**src/rtl/sync_fifo_param_if.sv**
```systemverilog
// ----------------------------------------------------------------------------
// sync_fifo_param_if
// Producer/consumer handshake bundle for sync_fifo_param.
//   data_in        : write data (producer -> FIFO)
//   data_in_valid  : producer offers data_in this cycle
//   data_in_full   : FIFO cannot accept a write this cycle
//   data_out       : head-of-queue word (FIFO -> consumer)
//   data_out_valid : data_out holds the oldest unread word
//   data_out_ack   : consumer pops the presented word
// master = producer/consumer side, slave = FIFO side.
// ----------------------------------------------------------------------------
interface sync_fifo_param_if #(
    parameter int DATA_WIDTH = 32
);
    logic [DATA_WIDTH-1:0] data_in;
    logic                  data_in_valid;
    logic                  data_in_full;
    logic [DATA_WIDTH-1:0] data_out;
    logic                  data_out_valid;
    logic                  data_out_ack;

    modport master (
        output data_in, data_in_valid, data_out_ack,
        input  data_in_full, data_out, data_out_valid
    );

    modport slave (
        input  data_in, data_in_valid, data_out_ack,
        output data_in_full, data_out, data_out_valid
    );
endinterface

```
**src/rtl/sync_fifo_param.sv**
```systemverilog
// ----------------------------------------------------------------------------
// sync_fifo_param
// Single-clock FIFO with arbitrary depth, optional output register, fill
// level, almost-full/almost-empty flags, synchronous flush and sticky
// overflow/underflow flags.
// Ports:
//   clock        : clock, all state updates on rising edge
//   rst          : asynchronous active-high reset
//   flush        : synchronous clear of contents, pointers and error flags
//   bus          : write (valid/full) and read (valid/ack) handshake
//   fill_level   : words held, storage plus output register
//   almost_full  : fill_level >= ALMOST_FULL_THRESH
//   almost_empty : fill_level <= ALMOST_EMPTY_THRESH
//   overflow     : sticky, write attempted while full
//   underflow    : sticky, ack seen while data_out_valid=0
// ----------------------------------------------------------------------------
module sync_fifo_param #(
    parameter int DATA_WIDTH          = 32,
    parameter int BUFFER_SIZE         = 127,
    parameter int OUTPUT_REG          = 0,
    parameter int ALMOST_FULL_THRESH  = 120,
    parameter int ALMOST_EMPTY_THRESH = 4
) (
    input  logic                             clock,
    input  logic                             rst,
    input  logic                             flush,
    sync_fifo_param_if.slave                 bus,
    output logic [$clog2(BUFFER_SIZE+1)-1:0] fill_level,
    output logic                             almost_full,
    output logic                             almost_empty,
    output logic                             overflow,
    output logic                             underflow
);
    localparam int CNT_W     = $clog2(BUFFER_SIZE + 1);
    // The output register is one of the BUFFER_SIZE words when present.
    localparam int MEM_DEPTH = (OUTPUT_REG != 0) ? BUFFER_SIZE - 1 : BUFFER_SIZE;
    localparam int PTR_W     = (MEM_DEPTH > 1) ? $clog2(MEM_DEPTH) : 1;

    logic [DATA_WIDTH-1:0] r_mem [MEM_DEPTH];
    logic [PTR_W-1:0]      r_wr_ptr;
    logic [PTR_W-1:0]      r_rd_ptr;
    logic [CNT_W-1:0]      r_fill;
    logic [CNT_W-1:0]      r_mem_cnt;
    logic                  r_full;
    logic                  r_af;
    logic                  r_ae;
    logic                  r_ovf;
    logic                  r_udf;

    logic [CNT_W-1:0]      w_fill_nxt;
    logic [CNT_W-1:0]      w_mem_cnt_nxt;
    logic                  w_wr;
    logic                  w_pop;
    logic                  w_rd_en;
    logic                  w_out_valid;
    logic [DATA_WIDTH-1:0] w_mem_head;

    // Explicit wrap: MEM_DEPTH need not be a power of two.
    function automatic logic [PTR_W-1:0] ptr_inc(input logic [PTR_W-1:0] p);
        return (p == PTR_W'(MEM_DEPTH - 1)) ? '0 : p + 1'b1;
    endfunction

    assign w_mem_head = r_mem[r_rd_ptr];
    assign w_wr       = bus.data_in_valid & ~r_full;
    assign w_pop      = w_out_valid & bus.data_out_ack;

    always_comb begin
        w_fill_nxt    = r_fill;
        w_mem_cnt_nxt = r_mem_cnt;
        if (w_wr && !w_pop)
            w_fill_nxt = r_fill + CNT_W'(1);
        else if (!w_wr && w_pop)
            w_fill_nxt = r_fill - CNT_W'(1);
        if (w_wr && !w_rd_en)
            w_mem_cnt_nxt = r_mem_cnt + CNT_W'(1);
        else if (!w_wr && w_rd_en)
            w_mem_cnt_nxt = r_mem_cnt - CNT_W'(1);
    end

    always_ff @(posedge clock or posedge rst) begin
        if (rst) begin
            r_wr_ptr  <= '0;
            r_rd_ptr  <= '0;
            r_fill    <= '0;
            r_mem_cnt <= '0;
            r_full    <= 1'b0;
            r_af      <= 1'b0;
            r_ae      <= 1'b1;
            r_ovf     <= 1'b0;
            r_udf     <= 1'b0;
        end else if (flush) begin
            r_wr_ptr  <= '0;
            r_rd_ptr  <= '0;
            r_fill    <= '0;
            r_mem_cnt <= '0;
            r_full    <= 1'b0;
            r_af      <= 1'b0;
            r_ae      <= 1'b1;
            r_ovf     <= 1'b0;
            r_udf     <= 1'b0;
        end else begin
            if (w_wr)
                r_wr_ptr <= ptr_inc(r_wr_ptr);
            if (w_rd_en)
                r_rd_ptr <= ptr_inc(r_rd_ptr);
            r_fill    <= w_fill_nxt;
            r_mem_cnt <= w_mem_cnt_nxt;
            // Flags come from the next fill so they line up with fill_level.
            r_full    <= (w_fill_nxt == CNT_W'(BUFFER_SIZE));
            r_af      <= (32'(w_fill_nxt) >= 32'(ALMOST_FULL_THRESH));
            r_ae      <= (32'(w_fill_nxt) <= 32'(ALMOST_EMPTY_THRESH));
            r_ovf     <= r_ovf | (bus.data_in_valid & r_full);
            r_udf     <= r_udf | (bus.data_out_ack & ~w_out_valid);
        end
    end

    // Storage array is not reset; pointers and counts define its contents.
    always_ff @(posedge clock) begin
        if (w_wr && !flush)
            r_mem[r_wr_ptr] <= bus.data_in;
    end

    generate
        if (OUTPUT_REG != 0) begin : g_oreg
            logic [DATA_WIDTH-1:0] r_dout;
            logic                  r_dvalid;

            // Refill whenever the register is empty or being popped, so a
            // non-empty store keeps the output streaming without a bubble.
            assign w_rd_en = (r_mem_cnt != '0) && (!r_dvalid || w_pop);

            always_ff @(posedge clock or posedge rst) begin
                if (rst) begin
                    r_dout   <= '0;
                    r_dvalid <= 1'b0;
                end else if (flush) begin
                    r_dout   <= '0;
                    r_dvalid <= 1'b0;
                end else if (w_rd_en) begin
                    r_dout   <= w_mem_head;
                    r_dvalid <= 1'b1;
                end else if (w_pop) begin
                    r_dvalid <= 1'b0;
                end
            end

            assign w_out_valid  = r_dvalid;
            assign bus.data_out = r_dout;
        end else begin : g_direct
            assign w_rd_en      = w_pop;
            assign w_out_valid  = (r_fill != '0);
            // Gated so data_out reads 0 while empty or in reset.
            assign bus.data_out = w_out_valid ? w_mem_head : '0;
        end
    endgenerate

    assign bus.data_in_full   = r_full;
    assign bus.data_out_valid = w_out_valid;
    assign fill_level         = r_fill;
    assign almost_full        = r_af;
    assign almost_empty       = r_ae;
    assign overflow           = r_ovf;
    assign underflow          = r_udf;
endmodule

```
**src/flat_wrapper.sv**
```systemverilog
// flat-port wrapper written by rule: the top's interface ports become plain ports
module sync_fifo_param_flat 
#(
    parameter int DATA_WIDTH          = 32,
    parameter int BUFFER_SIZE         = 127,
    parameter int OUTPUT_REG          = 0,
    parameter int ALMOST_FULL_THRESH  = 120,
    parameter int ALMOST_EMPTY_THRESH = 4
)
  (clock, rst, flush, fill_level, almost_full, almost_empty, overflow, underflow, bus_data_in, bus_data_in_valid, bus_data_out_ack, bus_data_in_full, bus_data_out, bus_data_out_valid);
  sync_fifo_param_if #(.DATA_WIDTH(DATA_WIDTH)) bus_i ();
  input  logic clock;
  input  logic rst;
  input  logic flush;
  output logic [$clog2(BUFFER_SIZE+1)-1:0] fill_level;
  output logic almost_full;
  output logic almost_empty;
  output logic overflow;
  output logic underflow;
  input wire logic [$bits(bus_i.data_in)-1:0] bus_data_in;
  input wire logic [$bits(bus_i.data_in_valid)-1:0] bus_data_in_valid;
  input wire logic [$bits(bus_i.data_out_ack)-1:0] bus_data_out_ack;
  output wire logic [$bits(bus_i.data_in_full)-1:0] bus_data_in_full;
  output wire logic [$bits(bus_i.data_out)-1:0] bus_data_out;
  output wire logic [$bits(bus_i.data_out_valid)-1:0] bus_data_out_valid;
  assign bus_i.data_in = bus_data_in;
  assign bus_i.data_in_valid = bus_data_in_valid;
  assign bus_i.data_out_ack = bus_data_out_ack;
  assign bus_data_in_full = bus_i.data_in_full;
  assign bus_data_out = bus_i.data_out;
  assign bus_data_out_valid = bus_i.data_out_valid;
  sync_fifo_param #(.DATA_WIDTH(DATA_WIDTH), .BUFFER_SIZE(BUFFER_SIZE), .OUTPUT_REG(OUTPUT_REG), .ALMOST_FULL_THRESH(ALMOST_FULL_THRESH), .ALMOST_EMPTY_THRESH(ALMOST_EMPTY_THRESH)) u_core (.clock(clock), .rst(rst), .flush(flush), .bus(bus_i), .fill_level(fill_level), .almost_full(almost_full), .almost_empty(almost_empty), .overflow(overflow), .underflow(underflow));
endmodule
```
**config.mk**
```make
export PLATFORM = sky130hd
export DESIGN_NAME = sync_fifo_param_flat
export DESIGN_NICKNAME = d
export VERILOG_FILES = /design/src/rtl/sync_fifo_param_if.sv /design/src/rtl/sync_fifo_param.sv /design/src/flat_wrapper.sv
export SDC_FILE = /design/constraint.sdc
export NUM_CORES = 2
export LEC_CHECK = 0
export BUFFER_PORTS_ARGS = -buffer_cell sky130_fd_sc_hd__buf_2
export CAP_MARGIN = 20
export CORE_MARGIN = 5
export CORE_UTILIZATION = 50
export CTS_BUF_LIST = sky130_fd_sc_hd__clkbuf_4 sky130_fd_sc_hd__clkbuf_8
export CTS_CLUSTER_DIAMETER = 80
export DETAILED_ROUTE_END_ITERATION = 6
export HOLD_SLACK_MARGIN = 0.02
export PLACE_DENSITY = 0.63
export REMOVE_ABC_BUFFERS = 1
export SLEW_MARGIN = 20
export SYNTH_ARGS = -nofsm -noshare
export SYNTH_HDL_FRONTEND = slang
export SYNTH_SLANG_ARGS = --single-unit
```
**constraint.sdc**
```tcl
create_clock -name clock -period 5.4 [get_ports clock]
set_clock_uncertainty 0.2 [all_clocks]
set_input_delay 1.08 -clock clock [delete_from_list [all_inputs] [get_ports clock]]
set_output_delay 1.08 -clock clock [all_outputs]
set_load 0.1 [all_outputs]
```
==> results.tsv <==
stage	metric	value	unit
worst_setup_path	launch point of the worst path	u_core.r_rd_ptr[0]$_DFFE_PP0P_	
cts	clk sinks	4090	
drt	DR WL/cell	36.5	um
synthesis	post-synthesis cell type count	74	
worst_setup_path	Worst Path Arrival	4.46	ns
worst_setup_path	Worst R2R End	u_core.r_mem[114][28]$_DFFE_PP_	
drt	post-route ant nets	0	
worst_setup_path	CP endpoint	bus_data_out[6]	
worst_setup_path	R2R Setup Slk	1.62	ns
synthesis	Yosys warning count	0	
synthesis	Async S/R FF share, synth	0.636	%
synthesis	mux cell area share after synthesis	14.5	%
pwr	peak supply drop	543	uV
global_route	largest net degree at the start of global routing	128	
pwr	Leakage Power	58.0	nW
floorplan	die width	572	um
finish	area grow syn2layout	18.7	%
timing	endpoints failing setup	32	
synthesis	Area contributors post-synth	edfxtp_1 77%, mux4_2 11%, mux2i_1 2.8%	
placement	Port-buffer cells	81	
cts	H-tree depth	6	
synthesis	count leader, synth	edfxtp_1	
pwr	net switching fraction of the power	29.8	%
timing	Rel. slew slack	18.3	%
finish	Layout Cells excl Fill	13053	
pwr	Overall Power	83.0	mW
drt	Vias	84642	
cts	Clk Latency, worst-skew pair	1.20	ns
timing	final hold violation count	0	
pwr	internal power	58.3	mW
drt	drt total wl	477000	um
worst_setup_path	critical path required time	4.12	ns
timing	worst slew pin tran	1.23	ns
pwr	Clock Power Share	30.8	%
placement	pre-CTS WS	-0.323	ns
floorplan	initial core utilization	50.1	%
synthesis	post-synthesis adder-cell area fraction	0.0556	%
drt	DRC	0	
status	status	finished with violations	
cts	CTS tree	done	
timing	ratio of final minimum period to clock period	106	%
global_route	GR Overflow Total	0	
timing	maximum clock rate	174	MHz
synthesis	prevailing post-synth register cell	edfxtp_1	
timing	worst setup slack after layout	-0.341	ns
finish	nets	8467	
floorplan	Chip Height	572	um
synthesis	Synth Area in Compound Gates	3.92	%
synthesis	largest family of logic cells by synthesized area	multiplexers	
pwr	PwrDens	444	nW/um2
synthesis	register area share after synthesis	77.8	%
run	MaxCap Viol Count	0	
synthesis	FF+latch count, synth	4090	
pwr	Switch Pwr	24.7	mW
floorplan	core area	314000	um2
floorplan	std cell rows	206	
timing	Period minus WS final	5.74	ns
worst_setup_path	Setup crit start kind	register	
global_route	first-pass GRT wire length	657000	um
synthesis	Post-Synth Simple-Gate Area	1.74	%
global_route	Total GRT Usage	28.7	%
global_route	initial antenna violation count	21	
synthesis	area leader, netlist	edfxtp_1	
synthesis	share of the synthesized area in the top cell type	77.4	%
cts	Worst-path clk slew	0.06	ns
pwr	sequential fraction of design power	42.2	%
worst_setup_path	WS Path Type	reg2out	
drt	DRT Pass-1 Iters	6	
synthesis	average cell area after synthesis	21.6	um2
cts	CTS Buf Count	640	
worst_setup_path	Critical R2R Launch	u_core.bus.data_in_full$_DFF_PP0_	
placement	hpwl dp	269000	um
drt	Via density	6.48	
worst_setup_path	Reg2Reg Depth	7	
global_route	vias in the first global route	84144	
floorplan	# IOs	82	
placement	GP Congestion	0.849	
cts	Bufs on Longest Clock Path	4	
status	failing checks	setup timing	
placement	Placed Cells	11697	
drt	initial DRC count	12667	
pwr	combinational share of power	27.0	%
synthesis	most frequent cells after synthesis	4064 x edfxtp_1, 800 x mux4_2, 446 x mux2i_1	
timing	max-slew violations	0	
floorplan	die area	327000	um2
cts	clk root buf	clkbuf_8	
synthesis	Post-Synthesis Cells	7301	
finish	layout cells sized above 1	36.3	%
synthesis	post-synthesis cell area	158000	um2
worst_setup_path	Worst setup EP type	output pin	
worst_setup_path	CP Max Fanout	6	
timing	RSZ-0062 raised after global routing	true	
synthesis	Post-Synth XOR/XNOR Area	0.0500	%
synthesis	number of synthesized flops with an enable pin	4064	
hold_path	worst min path class	in2reg	
[per-stage QoR]
| step | hold slack (ns) | cell area, um2 | util, % | setup TNS (ns) |
|---|---|---|---|---|
| final | 0.142 | 187000 | 59.5 | -7.48 |
| after global routing | 0.0722 | 187000 | 59.5 | -9.67 |
| after CTS | 0.0482 | 185000 | 58.9 | -9.71 |
| after detailed placement | 0.305 | 168000 | 53.3 | -0.460 |
| after global placement | 0.279 | 167000 | 53.3 | -1.78 |
| after floorplan | 0.347 | 155000 | - | -1514.61 |
[flip-flops by register name (all words and copies together), names as in the netlist]
| register | cells |
|---|---|
| u_core.r_mem | 4064 |
| u_core.fill_level | 7 |
| u_core.r_rd_ptr | 7 |
| u_core.r_wr_ptr | 7 |
| u_core.almost_empty | 1 |
| u_core.almost_full | 1 |
| u_core.bus.data_in_full | 1 |
| u_core.overflow | 1 |
| u_core.underflow | 1 |
[cells in the final DEF (no fill, tap or decap), drive strengths merged, types with 8 or more instances in the layout]
cell type | Yosys | final
buf | 309 | 868
a21oi | 138 | 138
inv | 10 | 55
nor4 | 13 | 13
and2 | 17 | 17
clkbuf | 124 | 865
mux4 | 801 | 801
edfxtp | 4064 | 4064
o221ai | 57 | 57
mux2i | 446 | 446
a22oi | 206 | 206
a22o | 48 | 48
nand2 | 170 | 170
a221oi | 19 | 19
dlygate4sd3 | 0 | 9
a211oi | 130 | 130
o22ai | 73 | 73
nor3 | 57 | 57
nand2b | 33 | 33
bufbuf | 0 | 23
o211ai | 33 | 33
mux2 | 31 | 31
diode | 0 | 12
nor2 | 185 | 185
nor2b | 35 | 35
a2111oi | 15 | 15
o31ai | 12 | 12
or2 | 9 | 9
nand4 | 10 | 10
dfrtp | 25 | 25
nand3b | 9 | 9
o21ai | 97 | 97
a31oi | 28 | 28
bufinv | 0 | 8
clkinv | 0 | 191
nand3 | 18 | 18
[power groups by stage]
stage          Clock, mW  Sequential, mW  Combinational, mW
2_1_floorplan          0            36.4               8.38
4_1_cts             25.8            35.0               21.5
5_1_grt             27.4            35.0               23.1
3_3_place_gp           0            35.7               17.9
6_report            25.6            35.0               22.4
3_5_place_dp           0            35.7               18.0
[layout make-up]
class | instances | area, um2
Clock buffer | 852 | 10400
Clock inverter | 248 | 1860
Sequential cell | 4090 | 123000
Inverter | 10 | 56.3
Tap cell | 4160 | 5200
Timing Repair Buffer | 913 | 11100
Multi-Input combinational cell | 2768 | 35700
Fill cell | 22148 | 127000
Antenna cell | 12 | 30.0
[critical path, stage by stage (launching register included)]
cell and delay (ns):
dfrtp_4 0.49, buf_12 0.19, buf_16 0.18, buf_4 0.13, mux4_2 0.49, a22oi_2 0.30
a21oi_2 0.12, or4_4 0.63, a21oi_4 0.33, nor3_4 0.13, buf_12 0.22
[cell families after synthesis]
family | count (synthesis)
flops | 4090
mux | 1278
compound gates | 889
simple gates | 585
buf+inv | 443
xor+xnor | 9
fa+ha+maj | 7
[routing by layer]
layer | global-route usage [%] | vias to the layer above | share of wire, % | wire length [um]
met5 | 0 | - | 0.0080 | 38
met4 | 11.1 | 6 | 4.2 | 20200
met3 | 5.97 | 923 | 11 | 51300
met2 | 45.2 | 5420 | 48 | 227000
met1 | 40.0 | 45150 | 37 | 178000
li1 | - | 33143 | - | -
[repair_timing]
item                                   4_1_cts  5_1_grt
gates cloned                                43       12
resized for setup                          540      215
setup endpoints to repair                   32       32
buffers inserted                           154       53
pin swaps                                   98       75
endpoints found under the hold margin       99        0
hold buffers                                 9        0
[how the worst min path moves through the flow]
| stage | start | endpoint | slack [ns] | depth (start not counted) |
|---|---|---|---|---|
| after CTS | bus_data_in[2] | u_core.r_mem[22][2]$_DFFE_PP_ | 0.05 | 1 |
| final | bus_data_in[2] | u_core.r_mem[81][2]$_DFFE_PP_ | 0.14 | 1 |
| after detailed placement | u_core.underflow$_DFF_PP0_ | u_core.underflow$_DFF_PP0_ | 0.30 | 2 |
| after global placement | u_core.overflow$_DFF_PP0_ | u_core.overflow$_DFF_PP0_ | 0.28 | 2 |
| after floorplan | u_core.r_wr_ptr[2]$_DFFE_PP0P_ | u_core.r_wr_ptr[2]$_DFFE_PP0P_ | 0.35 | 1 |
| after global routing | bus_data_in[2] | u_core.r_mem[81][2]$_DFFE_PP_ | 0.07 | 1 |
No activity file was read; power rests on OpenSTA's default activity.
